--- src/rtl/apb_slave_regbank.sv ---
// APB responder: word-addressed 32-bit register bank with programmable wait states.
// Ports: Hclk/Hreset (sync, active-high), APB Psel/Penable/Pwrite/Paddr/Pwdata in,
// Prdata/Pready/Pslverr out. Define APB_SLVERR_EN to drive Pslverr on out-of-range
// accesses; otherwise Pslverr is tied 0.
module apb_slave_regbank #(
  parameter int SEL_BIT     = 0,
  parameter int DEPTH       = 16,
  parameter int WAIT_STATES = 0
) (
  input  logic        Hclk,
  input  logic        Hreset,
  input  logic [2:0]  Psel,
  input  logic        Penable,
  input  logic        Pwrite,
  input  logic [31:0] Paddr,
  input  logic [31:0] Pwdata,
  output logic [31:0] Prdata,
  output logic        Pready,
  output logic        Pslverr
);

  localparam int AW = $clog2(DEPTH);
  localparam logic [3:0] WS_INIT = 4'(WAIT_STATES);

  typedef enum logic [1:0] {
    S_IDLE,
    S_SETUP,
    S_ACCESS
  } state_e;

  state_e          state_q, state_d;
  logic [3:0]      wcnt_q, wcnt_d;
  logic            wr_q, wr_d;
  logic [AW-1:0]   idx_q, idx_d;
  logic            oor_q, oor_d;
  logic [31:0]     wdata_q, wdata_d;
  logic [31:0]     prdata_q, prdata_d;
  logic [31:0]     mem_q [DEPTH];
  logic            mem_we;

  logic            sel;
  logic [AW-1:0]   idx;
  logic            oor;
  logic            ready;

  assign sel = Psel[SEL_BIT];
  assign idx = Paddr[AW+1:2];
  assign oor = (Paddr[31:2] >= 30'(DEPTH));

  logic unused_ok;
  assign unused_ok = ^{Paddr[1:0], Psel};

  // Ready only depends on registered state.
  assign ready = (state_q != S_ACCESS) || (wcnt_q == 4'd0);

  always_comb begin
    state_d  = state_q;
    wcnt_d   = wcnt_q;
    wr_d     = wr_q;
    idx_d    = idx_q;
    oor_d    = oor_q;
    wdata_d  = wdata_q;
    prdata_d = prdata_q;
    mem_we   = 1'b0;
    unique case (state_q)
      S_IDLE: begin
        // sel with Penable already high is a protocol error: ignored.
        if (sel && !Penable) begin
          state_d = S_SETUP;
          wr_d    = Pwrite;
          idx_d   = idx;
          oor_d   = oor;
          wdata_d = Pwdata;
          wcnt_d  = WS_INIT;
          if (!Pwrite) begin
            prdata_d = oor ? 32'd0 : mem_q[idx];
          end
        end
      end
      S_SETUP: begin
        state_d = S_ACCESS;
      end
      S_ACCESS: begin
        if (!sel || !Penable) begin
          state_d = S_IDLE;
          wcnt_d  = 4'd0;
        end else if (wcnt_q == 4'd0) begin
          state_d = S_IDLE;
          mem_we  = wr_q && !oor_q;
        end else begin
          wcnt_d = wcnt_q - 4'd1;
        end
      end
      default: begin
        state_d = S_IDLE;
      end
    endcase
  end

  always_ff @(posedge Hclk) begin
    if (Hreset) begin
      state_q  <= S_IDLE;
      wcnt_q   <= 4'd0;
      wr_q     <= 1'b0;
      idx_q    <= '0;
      oor_q    <= 1'b0;
      wdata_q  <= 32'd0;
      prdata_q <= 32'd0;
      for (int i = 0; i < DEPTH; i++) begin
        mem_q[i] <= 32'd0;
      end
    end else begin
      state_q  <= state_d;
      wcnt_q   <= wcnt_d;
      wr_q     <= wr_d;
      idx_q    <= idx_d;
      oor_q    <= oor_d;
      wdata_q  <= wdata_d;
      prdata_q <= prdata_d;
      if (mem_we) begin
        mem_q[idx_q] <= wdata_q;
      end
    end
  end

  assign Prdata = prdata_q;
  assign Pready = ready;

`ifdef APB_SLVERR_EN
  assign Pslverr = (state_q == S_ACCESS) && ready && oor_q;
`else
  assign Pslverr = 1'b0;
`endif

endmodule

--- config.mk ---
export PLATFORM = sky130hd
export DESIGN_NAME = apb_slave_regbank
export DESIGN_NICKNAME = d
export VERILOG_FILES = /design/src/rtl/apb_slave_regbank.sv
export SDC_FILE = /design/constraint.sdc
export NUM_CORES = 1
export LEC_CHECK = 0
export CORE_ASPECT_RATIO = 0.9
export CORE_UTILIZATION = 40
export DETAILED_ROUTE_END_ITERATION = 12
export HOLD_SLACK_MARGIN = 0.1
export PLACE_DENSITY_LB_ADDON = 0.05
export REMOVE_ABC_BUFFERS = 1
export SETUP_SLACK_MARGIN = 0.5
export SYNTH_ARGS = -nofsm -noshare
export SYNTH_HDL_FRONTEND = slang
export SYNTH_SLANG_ARGS = --single-unit
--- constraint.sdc ---
create_clock -name Hclk -period 2.4 [get_ports Hclk]
set_input_delay 0.48 -clock Hclk [delete_from_list [all_inputs] [get_ports Hclk]]
set_output_delay 0.48 -clock Hclk [all_outputs]
set_load 0.005 [all_outputs]
After elaboration in Yosys (flattened, before gate mapping)
Memory sizes are Yosys's and may differ from the RTL's.
Index checks and enable logic that the tools add are counted.
Word-level totals
  input port bits: 71
  memories: 1
  bits in registers: 76
  logic and storage cells: 52
  RAM bits: 512
Memories
  mem_q: depth 16, width 32, rd ports 1, clocked after memory_dff 0, wr ports 16, RTL line 38  | logic [31:0] mem_q [DEPTH];
Operators by class
  equality and inequality tests: 6
  muxes and demuxes: 20
  bitwise gates (word level): 1
  reduce and logical (&&, ||, !) cells: 15
  add/sub/neg operators: 1
  order comparisons: 1
Operators with widths (number)
  32-bit two-way mux: 2
  32-bit OR reduction: 1
  30-bit by 5-bit >= comparator with 1-bit output, second input constant: 1
  4-bit two-way mux: 4
  1-bit two-way mux: 9
  4-bit one-hot mux with 2 select lines: 1
  2-bit two-way mux: 3
  3-bit inequality test, second input constant: 2
  2-bit one-hot mux with 3 select lines: 1
  3-bit AND reduction: 2
  4-bit logical NOT: 1
  2-bit inequality test, second input constant: 2
  2-bit AND reduction: 2
  4-bit by 1-bit subtractor with 4-bit output, second input constant: 1
  1-bit logical NOT: 3
  2-bit by 1-bit equality test with 1-bit output, second input constant: 1
  2-bit equality test, second input constant: 1
  1-bit logical AND: 2
  2-bit logical NOT: 1
  1-bit logical OR: 2
  2-bit nonzero test: 1
  1-bit NOT: 1

Depth between registers and ports, before layout
Gate-level depths: netlist of run 1.
  depth after elaboration: 10
  depth in mapped cells: 8

Worst setup path before layout of run 1
No wires, ideal clock.
  path type: register -> register
  start: register wcnt_q[0]
  end: memory mem_q[13][0], enable pin
  arrival time: 2241 ps
  library setup time: 375 ps
  period minus slack after synthesis: 2615 ps
  cell stages (with the launch flop): 8
  setup slack: -215 ps
  path through: dfxtp_1 inv_1 ha_1 or3b_2 nor4_4 nand3b_1 nor2_1 or2_2
RTL lines
  start: declaration: RTL line 32  | logic [3:0] wcnt_q, wcnt_d;
  start signal: assignment: RTL line 114  | wcnt_q <= wcnt_d;
  end: declaration: RTL line 38

==> summary.txt, run 1 <==
run status - finished, violations left
proportion of layout cells with a drive suffix above 1 - 22.5%
FP Rows - 89
Die Ht - 246 um
power density over the cells - 701 nW/um^2
CTS tree - built
port bufs - 99
commonest non-fill, non-tap cell in the layout - edfxtp_1
synthesized area per cell - 12.7 um^2
Final ANT Viol Nets - 0
clock sink count - 588
RSZ-0062 raised after global routing - true
Total GRT Usage - 24.8%
number of flops mapped to enable cells by yosys - 512
Final Worst Setup Slack - -0.229 ns
dominant cells by area after synthesis - edfxtp_1, and2_1, dfxtp_1, mux2i_1, mux2_2
Slew headroom - 29.6%
Detailed Place HPWL - 48.8 mm
Leakage - 12.9 nW
sequential share of the synthesized area - 63.9%
CP top delay family - simple AND/OR/NAND/NOR gates
f_max - 0.380 GHz
Worst Path Arrival - 2.94 ns
Max-Cap Viols - 0
vias in the first global route - 17.3k
Final Critical Period - 2.63 ns
DR WL/cell - 26.9 um
Slew @ Worst Pin - 1.05 ns
worst min path class - in -> reg
Netlist cell types - 45
total grt overflow - 0
buffers and inverters on the worst path - 4
Setup CP Type - reg -> reg
clk buf depth - 3
crit path max-delay cell type - or4bb_4
clock slew at reported path FFs - 0.06 ns
Synth Flop Type - edfxtp_1
DR vias - 17.5k
Die W - 273 um
Starting DRT DRC Count - 1610
Setup crit end kind - flop
most used cell, CP - buf_12
die area - 67100 um^2
crit share post-route - 110%
Ports - 105
DR vias/cell - 5.42
Final setup viols - 829
Seq cells post-synth - 588
hold_ws - 0.417 ns
CP Data Required Time - 2.71 ns
starting density of the core - 40.4%
DRC - 0
most frequent cells in the layout - edfxtp_1, and2_1, a21oi_1
Final #Nets - 2375
core area - 65500 um^2
Post-Syn Area - 26400 um^2
# hold bufs at CTS - 0
critical path's largest stage delay - 0.53 ns
failing checks - setup timing
CTS HTree Levels - 3
Root Driver - clkbuf_16
Ys Warns - 0
global-route wire length before repair - 119 mm
Setup TNS - -82.65 ns
cts bufs inserted - 67
cell accounting for the most synthesized area - edfxtp_1
startpoint types - flop
DRT Pass-1 Iters - 5
RD Place Congestion - 0.784
CP Max Fanout - 7
Slew Limit Fails - 0
final hold violation count - 0
worst clock skew - 0.0113 ns
clk_lat worst skew - 0.61 ns
largest net degree at the start of global routing - 78
area delta synth->final - 28.7%
post-synth top area share - 58.1%
maximum vdd drop - 0.517 mV
Routed WL - 86.8 mm
asr flop ratio synth - 0%
Synth Instances - 2083
initial antenna violation count - 11
Pwr Total - 23.9 mW
CP Cell Sequence - or4bb_4 -> nor4_4 -> buf_4 -> nand3b_1 -> buf_6 -> nor2_4 -> or2_4 -> buf_12 -> buf_12
state kept, by name (all words and copies together), names as in the netlist:
name,count
wr_q,1
mem_q,512
oor_q,1
Prdata,32
idx_q,4
wcnt_q,4
state_q,2
wdata_q,32
final cells by class:
type | count | area, um^2
repair buffers | 332 | 4740
well taps | 864 | 1080
diodes | 5 | 12.5
clock inverters | 27 | 225
inverters | 5 | 18.8
clock buffers | 96 | 2000
multi-input cells | 1308 | 9060
fillers | 5546 | 31400
flip-flops and latches | 588 | 16900
timing repair:
item	4_1_cts	5_1_grt
cloned	18	24
buffers inserted	25	18
resized for setup	69	64
pin swaps	8	3
endpoints found under the setup margin	1057	1075
power breakdown:
part	leakage, nW	internal [mW]	switching, mW
Clock	1.11	6.23	4.17
Combinational	5.83	0.861	1.03
Sequential	5.92	11.4	0.203
Total	12.9	18.5	5.40
metrics by stage:
stage	utilization, %	instances	cell area, um^2	setup WS (ns)
final	52.0	3225	34000	-0.229
after global routing	52.0	3222	34000	-0.344
after CTS	50.5	3178	33000	-0.171
after detailed placement	45.5	3012	29800	-0.408
after global placement	45.5	3012	29800	-0.431
after floorplan	-	1901	25700	-1.94
cells in the mapped netlist, drive strengths merged (2+ instances only):
master,count
mux4,4
or2,17
clkbuf,154
mux2,61
a21oi,128
nand3,2
edfxtp,512
ha,2
a22o,62
o211ai,31
nor4,8
a32o,31
dfxtp,76
mux2i,125
inv,5
buf,28
xnor2,3
nand2b,2
o21ai,93
nand4,2
nand3b,34
nor3,6
nand2,109
and2,513
nor2b,3
a211oi,2
nor2,57
cell families after synthesis:
| logic type | count (synthesis) | share of synthesized area (%) |
|---|---|---|
| AO/OA/AOI/OAI | 354 | 8.54 |
| other | 1 | 0.0142 |
| multiplexers | 190 | 7.67 |
| buffers and inverters | 187 | 2.70 |
| flip-flops | 588 | 63.9 |
| adder cells (fa/ha/maj) | 2 | 0.0946 |
| AND/OR/NAND/NOR | 758 | 17.0 |
| XOR/XNOR | 3 | 0.0994 |
routing by layer:
layer / routed length (um) / track usage [%]
met1: 39000 / 35.2
met2: 39900 / 39.6
met3: 5820 / 3.92
met4: 2100 / 6.08
met5: 13 / 0
worst register-to-register path, stage by stage (launching register included):
cell and delay [ns]:
dfxtp_2 0.32, or4bb_4 0.53, nor4_4 0.38, buf_4 0.20
nand3b_1 0.10, buf_6 0.16, nor2_4 0.17, or2_4 0.19
buf_12 0.13, buf_12 0.14
worst paths after layout:
check	slack, ns	cells after the start	to	from
hold reg to reg	0.48	1	Prdata[29]	Prdata[29]
setup reg to reg	-0.23	9	mem_q[9][17]	state_q[1]
hold / removal	0.42	3	wdata_q[24]	Pwdata[24]
setup / recovery	-0.23	9	mem_q[9][17]	state_q[1]
Note: power is estimated with default switching activity, not from simulation.
==> run 2, diff against run 1 <==
GPL_ROUTABILITY_DRIVEN = 0   (was not set)
GPL_TIMING_DRIVEN = 1   (was not set)
==> results of run 2 <==
The final DEF is identical to that of run 1; final timing and power are the same.
